[src/rtl/y86_pkg.sv]
// Shared Y86-64 definitions: instruction codes, register IDs, word width.
package y86_pkg;

   localparam int WORD_W = 64;

   localparam logic [3:0] I_HALT   = 4'h0;
   localparam logic [3:0] I_NOP    = 4'h1;
   localparam logic [3:0] I_RRMOVQ = 4'h2;   // also the cmovXX family
   localparam logic [3:0] I_IRMOVQ = 4'h3;
   localparam logic [3:0] I_RMMOVQ = 4'h4;
   localparam logic [3:0] I_MRMOVQ = 4'h5;
   localparam logic [3:0] I_OPQ    = 4'h6;
   localparam logic [3:0] I_JXX    = 4'h7;
   localparam logic [3:0] I_CALL   = 4'h8;
   localparam logic [3:0] I_RET    = 4'h9;
   localparam logic [3:0] I_PUSHQ  = 4'hA;
   localparam logic [3:0] I_POPQ   = 4'hB;

   localparam logic [3:0] RNONE = 4'hF;   // "no register"
   localparam logic [3:0] RRSP  = 4'h4;   // %rsp

   // True when id names a real architectural register.
   function automatic logic id_valid(input logic [3:0] id,
                                     input logic [3:0] rnone,
                                     input int         nreg);
      return (id != rnone) && (int'(id) < nreg);
   endfunction

endpackage

[src/rtl/decode_wb_64_regfile.sv]
// Architectural register file: two combinational reads, two synchronous
// writes (E and M ports). When both write the same register, M wins.
module regfile_15x64
   import y86_pkg::*;
#(
   parameter int NREG = 15
) (
   input  logic              clk,
   input  logic              rst,
   input  logic [3:0]        rd_a_id,
   input  logic [3:0]        rd_b_id,
   output logic [WORD_W-1:0] rd_a_data,
   output logic [WORD_W-1:0] rd_b_data,
   input  logic              we_e,
   input  logic [3:0]        wr_e_id,
   input  logic [WORD_W-1:0] wr_e_data,
   input  logic              we_m,
   input  logic [3:0]        wr_m_id,
   input  logic [WORD_W-1:0] wr_m_data
);

   logic [WORD_W-1:0] regs [NREG];

   // Read ports: IDs outside the register range read as zero.
   always_comb begin
      rd_a_data = '0;
      rd_b_data = '0;
      if (int'(rd_a_id) < NREG) rd_a_data = regs[rd_a_id];
      if (int'(rd_b_id) < NREG) rd_b_data = regs[rd_b_id];
   end

   // Write ports: M is assigned last so it takes priority on a collision.
   always_ff @(posedge clk) begin
      if (rst) begin
         for (int i = 0; i < NREG; i++) regs[i] <= '0;
      end else begin
         if (we_e && int'(wr_e_id) < NREG) regs[wr_e_id] <= wr_e_data;
         if (we_m && int'(wr_m_id) < NREG) regs[wr_m_id] <= wr_m_data;
      end
   end

endmodule

[src/rtl/decode_wb_64.sv]
// Y86-64 decode and write-back stage around a 15x64 register file.
// Strobe semantics: dec_en and wb_en are single-cycle strobes with no
// back-pressure; each asserted edge performs exactly one decode / one
// write-back, and a write-back uses the IDs latched by the previous decode.
module decode_wb_64
   import y86_pkg::*;
#(
   parameter int         NREG  = 15,
   parameter logic [3:0] RNONE = y86_pkg::RNONE
) (
   input  logic              clk,
   input  logic              rst,
   input  logic              dec_en,
   input  logic [3:0]        icode,
   input  logic [3:0]        rA,
   input  logic [3:0]        rB,
   input  logic              wb_en,
   input  logic              cnd,
   input  logic [WORD_W-1:0] valE,
   input  logic [WORD_W-1:0] valM,
   output logic [WORD_W-1:0] valA,
   output logic [WORD_W-1:0] valB,
   output logic [3:0]        srcA,
   output logic [3:0]        srcB,
   output logic [3:0]        dstE,
   output logic [3:0]        dstM,
   output logic              dec_err
);

   logic [3:0]        src_a_d, src_b_d, dst_e_d, dst_m_d;
   logic              err_d;
   logic [3:0]        icode_q;
   logic              we_e, we_m;
   logic [WORD_W-1:0] rf_a, rf_b, fwd_a, fwd_b;

   // Register ID selection for the instruction currently presented by fetch.
   always_comb begin
      src_a_d = RNONE;
      src_b_d = RNONE;
      dst_e_d = RNONE;
      dst_m_d = RNONE;
      err_d   = (icode > I_POPQ);
      case (icode)
         I_RRMOVQ: begin src_a_d = rA; dst_e_d = rB; end
         I_IRMOVQ: begin dst_e_d = rB; end
         I_RMMOVQ: begin src_a_d = rA; src_b_d = rB; end
         I_MRMOVQ: begin src_b_d = rB; dst_m_d = rA; end
         I_OPQ:    begin src_a_d = rA; src_b_d = rB; dst_e_d = rB; end
         I_CALL:   begin src_b_d = RRSP; dst_e_d = RRSP; end
         I_RET:    begin src_a_d = RRSP; src_b_d = RRSP; dst_e_d = RRSP; end
         I_PUSHQ:  begin src_a_d = rA; src_b_d = RRSP; dst_e_d = RRSP; end
         I_POPQ:   begin src_a_d = RRSP; src_b_d = RRSP; dst_e_d = RRSP; dst_m_d = rA; end
         default:  ;
      endcase
      if (err_d) begin
         dst_e_d = RNONE;
         dst_m_d = RNONE;
      end
   end

   // Write enables from the latched IDs; a cmov only writes when cnd is true.
   always_comb begin
      we_e = wb_en && id_valid(dstE, RNONE, NREG) && ((icode_q != I_RRMOVQ) || cnd);
      we_m = wb_en && id_valid(dstM, RNONE, NREG);
   end

   regfile_15x64 #(.NREG(NREG)) u_rf (
      .clk       (clk),
      .rst       (rst),
      .rd_a_id   (src_a_d),
      .rd_b_id   (src_b_d),
      .rd_a_data (rf_a),
      .rd_b_data (rf_b),
      .we_e      (we_e),
      .wr_e_id   (dstE),
      .wr_e_data (valE),
      .we_m      (we_m),
      .wr_m_id   (dstM),
      .wr_m_data (valM)
   );

   // Write-first bypass: a same-edge write-back is seen by the decode,
   // M before E to match the register file's collision priority.
   always_comb begin
      fwd_a = rf_a;
      fwd_b = rf_b;
      if (we_m && dstM == src_a_d)      fwd_a = valM;
      else if (we_e && dstE == src_a_d) fwd_a = valE;
      if (we_m && dstM == src_b_d)      fwd_b = valM;
      else if (we_e && dstE == src_b_d) fwd_b = valE;
   end

   // Decode latch: reset wins, otherwise capture on dec_en and hold otherwise.
   always_ff @(posedge clk) begin
      if (rst) begin
         valA    <= '0;
         valB    <= '0;
         srcA    <= RNONE;
         srcB    <= RNONE;
         dstE    <= RNONE;
         dstM    <= RNONE;
         dec_err <= 1'b0;
         icode_q <= I_NOP;
      end else if (dec_en) begin
         valA    <= fwd_a;
         valB    <= fwd_b;
         srcA    <= src_a_d;
         srcB    <= src_b_d;
         dstE    <= dst_e_d;
         dstM    <= dst_m_d;
         dec_err <= err_d;
         icode_q <= icode;
      end
   end

endmodule

[config.mk]
export PLATFORM = sky130hd
export DESIGN_NAME = decode_wb_64
export DESIGN_NICKNAME = d
export VERILOG_FILES = /design/src/rtl/y86_pkg.sv /design/src/rtl/decode_wb_64_regfile.sv /design/src/rtl/decode_wb_64.sv
export SDC_FILE = /design/constraint.sdc
export NUM_CORES = 2
export LEC_CHECK = 0
export CORE_MARGIN = 1.5
export CORE_UTILIZATION = 45
export DETAILED_ROUTE_END_ITERATION = 6
export HOLD_SLACK_MARGIN = 0.08
export PLACE_DENSITY = 0.72
export RECOVER_POWER = 50
export SLEW_MARGIN = 15
export SYNTH_ARGS = -nofsm -noshare
export SYNTH_HDL_FRONTEND = slang
export SYNTH_SLANG_ARGS = --single-unit
[constraint.sdc]
create_clock -name clk -period 10.3 [get_ports clk]
set_input_delay 1.545 -clock clk [delete_from_list [all_inputs] [get_ports clk]]
set_output_delay 1.545 -clock clk [all_outputs]
set_load 0.1 [all_outputs]
# Word-level counts from Yosys, hierarchy flattened
# Memory sizes are Yosys's and may differ from the RTL's.
# Cells that the tools add are included.
# classes
order_cmp	5
reduce_logical	20
mux	26
eq_ne	16
# ops
operator	n
64-bit two-way mux	8
64-bit OR reduction	2
4-bit one-hot mux with 2 select lines	3
4-bit two-way mux	5
4-bit == test	4
4-bit == test (second input constant)	4
4-bit less-than comparator (second input constant)	4
4-bit by 3-bit == test with 1-bit output (second input constant)	3
1-bit logical AND	11
1-bit two-way mux	10
4-bit by 2-bit == test with 1-bit output (second input constant)	2
4-bit inequality test (second input constant)	2
4-bit OR reduction	2
3-bit OR reduction	2
4-bit > comparator (second input constant)	1
4-bit by 2-bit inequality test with 1-bit output (second input constant)	1
2-bit OR reduction	2
1-bit logical OR	1
# word_totals
memories	1
regBits	149
ramBits	960
# mem_list
name	depth	width	read_ports	rd_ports_with_merged_regs	wr	line	rtl
u_rf.regs	15	64	2	0	15	decode_wb_64_regfile.sv:22	logic [WORD_W-1:0] regs [NREG];

# Depth between registers and ports, before layout
# logic_depth
word_depth	10
ltp_mapped	13

# Modules after synthesis
# A second synthesis with hierarchy kept.
# unflattened
hier_cells	4586
area_unflattened_um2	61273.8
# modules_own_cells
module	seq_area_each_um2	instances	cells_each	area_per_inst_um2
regfile_15x64	28827.6	1	3837	54076.9
decode_wb_64	2982.9	1	749	7196.9

# Worst setup path before layout
# Ideal clock, no wire load.
# synth_path
kind	input port to flip-flop
from	input port rst
to	memory u_rf.regs[1][0] (enable)
t_required_ns	9.726
setup_time_ns	0.574
arrival_time_ns	6.918
path_slack_ns	2.807
path_stages	6
n_path_buf	2
cell_sequence	clkbuf_1 > nand2b_1 > nor3_1 > nand2b_1 > clkbuf_1 > o21ai_0
# synth_rtl
item	line	rtl
from (decl)	decode_wb_64.sv:12	input logic rst,
to (decl)	decode_wb_64_regfile.sv:22	

==> results.yml <==
floorplanning:
  num_io_pins: 290
  chipWidth_um: 383.1
  design.die.area_um2: 146800
  row_count: 139
  starting_utilization_of_the_core_area: 0.4532
  floorplan.die.height_um: 383.1
  placeableCoreArea_um2: 143500
route:
  drcViolationCount: 18
  1st_iter_drt_viols: 12790
  route.vias.total: 62506
  detail_route.first_pass.iterations: 7
  viasPerCell: 7.610
  postRouteAntennaNets: 0
  drt_wl_cell_um: 36.18
  routed_wirelength_um: 297200
finish:
  num-nets-final: 6320
  post_route_cells_drive_above_1_share: 0.06188
  design_area_um2: 72350
  post-route-util: 0.5043
  layout-area-overhead-vs-synth_pct: 11.28
  layout.filler_cells: 12452
  fin_cells: 8214
hold_path:
  min-delay-start: "dec_err"
  worst_hold_path_type: "reg -> reg"
pwr:
  power.density_nw_per_um2: 169.6
  total_power_mw: 12.27
  vdd_ir_max_v: 0.0001331
  leakage_nw: 25.86
logic_synthesis:
  mappedNetlistArea_um2: 65020
  number_of_enable_flip_flop_cells_after_synthesis: 1024
  async_flop_share: 0
  post_synth_num_cell_types: 86
  synth_instances: 6473
  synth_seq_cells: 1173
  synth_warnings: 0
  synth_sequential_area_ratio: 0.5188
  ys_dominant_reg_cell: "edfxtp_1"
  post_synth.cell_area_avg_um2: 10.04
grt:
  gr-usage-met3: 0.1695
  first_global_vias: 59331
  global_route_wire_length_before_repair_um: 414000
  grt_antenna_before_repair: 36
  grt_use_met1: 0.4693
  grt_start_max_net_pins: 160
  gr-total-overflow: 0
  track_usage: 0.3889
  global_route.peak_usage_layer: "met2"
  grt_util_met2: 0.5488
clocking:
  clockRootBuffer: "clkbuf_16"
  cts_buffers: 132
  cts-hold-fix-buffers: 0
  post_cts_buffers: 0
  clock_tree.htree_level_count: 4
  clkSinkCount: 1173
  cts_tree: "built"
  clkLatencyLatePin_ns: 0.82
  cts.repair.resized: 0
  clk_pin_slew_worst_paths_ns: 0.06
  max-clock-path-buffers: 3
sta:
  report.final.slew_viol_count: 1591
  final_period_minus_worst_setup_slack_ns: 8.399
  achievable_frequency_mhz: 119.1
  timing.slew.headroom: -2.620
  timing.hold.ws_ns: 0.4764
  tightestPinTransition_ns: 5.430
  setup_viol_count_final: 0
  rsz_0062_raised_after_global_routing: "false"
  worst_slack_setup_final_ns: 1.901
  layout_worst_path_cycle_share: 0.8154
  hold_viol: 0
  setup_tns_ns: 0
  final.setup_skew_ns: 0.03937
outcome:
  run_status: "finished, violations left"
  failed_checks: "DRC, capacitance limit, slew limit"
placement:
  place_ws_ns: 3.947
  cell_area_after_placement_um2: 68400
  port-buffer-count: 289
  finalWeightedCongestion: 0.9109
  hpwlAfterDp_um: 151500
  placed_cells_incl_taps: 7944
worst_setup_path:
  endpoint_kind: "flop"
  family_with_the_most_delay_on_the_worst_path: "buffers and inverters"
  path_cells: "dlygate4sd3_1, nand2b_1, or3_1, nor3_1, clkbuf_1, nor3_1, clkbuf_1, a22o_1"
  timing.critical_path.from: "wb_en"
  worst_ep_required_time_ns: 10.93
  maximum_fanout_along_the_worst_path: 54
  cp.buffers_inverters: 3
  setup.worst_path.start_class: "primary input"
  slowest_delay_ns: 3.83
  path_class: "in -> reg"
  critPathArrivalTime_ns: 9.03
  slowest_stage: "clkbuf_1"
  critical_path.reg2reg.startpoint: "dstM[0]"
run:
  timing.max_cap.violations: 53
-- cell usage in the layout (no fill, tap or decap), drive strengths merged, types with 24 or more instances in the layout --
| master | instances |
|---|---|
| o31ai | 43 |
| a2111o | 62 |
| nor3 | 52 |
| a22oi | 63 |
| a22o | 1022 |
| a21oi | 266 |
| nand3 | 446 |
| dfxtp | 149 |
| or4 | 62 |
| clkbuf | 235 |
| o21ai | 272 |
| o31a | 28 |
| edfxtp | 1024 |
| diode | 25 |
| a211oi | 116 |
| mux2i | 84 |
| inv | 76 |
| a222oi | 37 |
| a2bb2oi | 36 |
| o21a | 29 |
| a31oi | 105 |
| clkdlybuf4s50 | 88 |
| nand2 | 778 |
| dlygate4sd3 | 199 |
| nor2 | 431 |
| a221oi | 130 |
| o22ai | 125 |
| conb | 64 |
| o211ai | 24 |
| clkinv | 34 |
| buf | 100 |
-- sequential cells by signal, indices dropped and copies added (netlist names) --
name	count
icode_q	4
valA	64
srcB	4
dstE	4
valB	64
u_rf.regs	1024
dstM	4
srcA	4
dec_err	1
-- kinds of logic after synthesis --
group | Yosys count | share of synthesized area
compound gates | 2383 | 0.2814
xor+xnor | 8 | 0.001193
simple gates | 1829 | 0.1232
other cells | 1 | 0.00005767
buf+inv | 990 | 0.06165
flops | 1173 | 0.5188
mux | 89 | 0.01380
-- path summary, 6_finish.rpt --
check	slack [ns]	end	cells past startpoint
setup / recovery	1.90	u_rf.regs[2][14]	8
hold / removal	0.48	dec_err	2
setup reg to reg	2.89	u_rf.regs[2][14]	6
hold reg to reg	0.48	dec_err	2
-- where the power goes --
group          leakage (nW)  internal, mW  switching (mW)
registers              11.8          5.39           0.164
clock network          2.07          2.69            2.04
logic                  12.0         0.459            1.52
total                  25.9          8.55            3.72
-- cells in the mapped netlist, types with 6 or more instances --
cell type | n | area [µm²]
a2111o_1 | 62 | 698.2
a211o_1 | 6 | 52.55
a211oi_1 | 97 | 728.2
a211oi_2 | 18 | 225.2
a21oi_1 | 263 | 1316
a221oi_1 | 130 | 1139
a222oi_1 | 37 | 370.4
a22o_1 | 1022 | 8951
a22oi_1 | 63 | 473.0
a2bb2oi_1 | 36 | 315.3
a31oi_1 | 104 | 650.6
buf_1 | 101 | 379.1
buf_2 | 146 | 730.7
buf_4 | 17 | 127.6
buf_6 | 6 | 67.56
clkbuf_1 | 649 | 2436
dfxtp_1 | 149 | 2983
edfxtp_1 | 1024 | 30750
inv_1 | 70 | 262.8
mux2i_1 | 84 | 840.8
nand2_1 | 775 | 2909
nand2b_1 | 14 | 87.58
nand3_1 | 445 | 2227
nor2_1 | 428 | 1607
nor3_1 | 50 | 250.2
o211ai_1 | 24 | 180.2
o21a_1 | 29 | 217.7
o21ai_0 | 186 | 930.9
o21ai_1 | 86 | 430.4
o22ai_1 | 125 | 782.0
o31a_1 | 27 | 236.5
o31ai_1 | 42 | 315.3
or3_1 | 7 | 43.79
or4_1 | 62 | 465.5
-- layout make-up --
class / instances / area, µm² / area share
sequential: 1173 / 33730 / 0.4662
multi-input combinational: 4373 / 27840 / 0.3848
timing repair buffer: 425 / 3836 / 0.05302
clock buffer: 197 / 3804 / 0.05257
tap: 1903 / 2381 / 0.03291
clock inverter: 48 / 430.4 / 0.005949
inverter: 70 / 264.0 / 0.003649
antenna: 25 / 62.56 / 0.0008646
-- worst reg2reg max path: stages, from the launching register on --
cell and delay (ns):
dfxtp_1 0.54, or3_1 0.33, nor3_1 0.10, clkbuf_1 1.28, nor3_1 0.64, clkbuf_1 3.83, a22o_1 0.53
-- routing by layer --
layer,vias up,part of all wire
met5,-,0.0011
met4,30,0.086
met3,1863,0.19
met2,7084,0.41
met1,29216,0.32
li1,24313,-
Note: power is estimated with default switching activity, not from simulation.
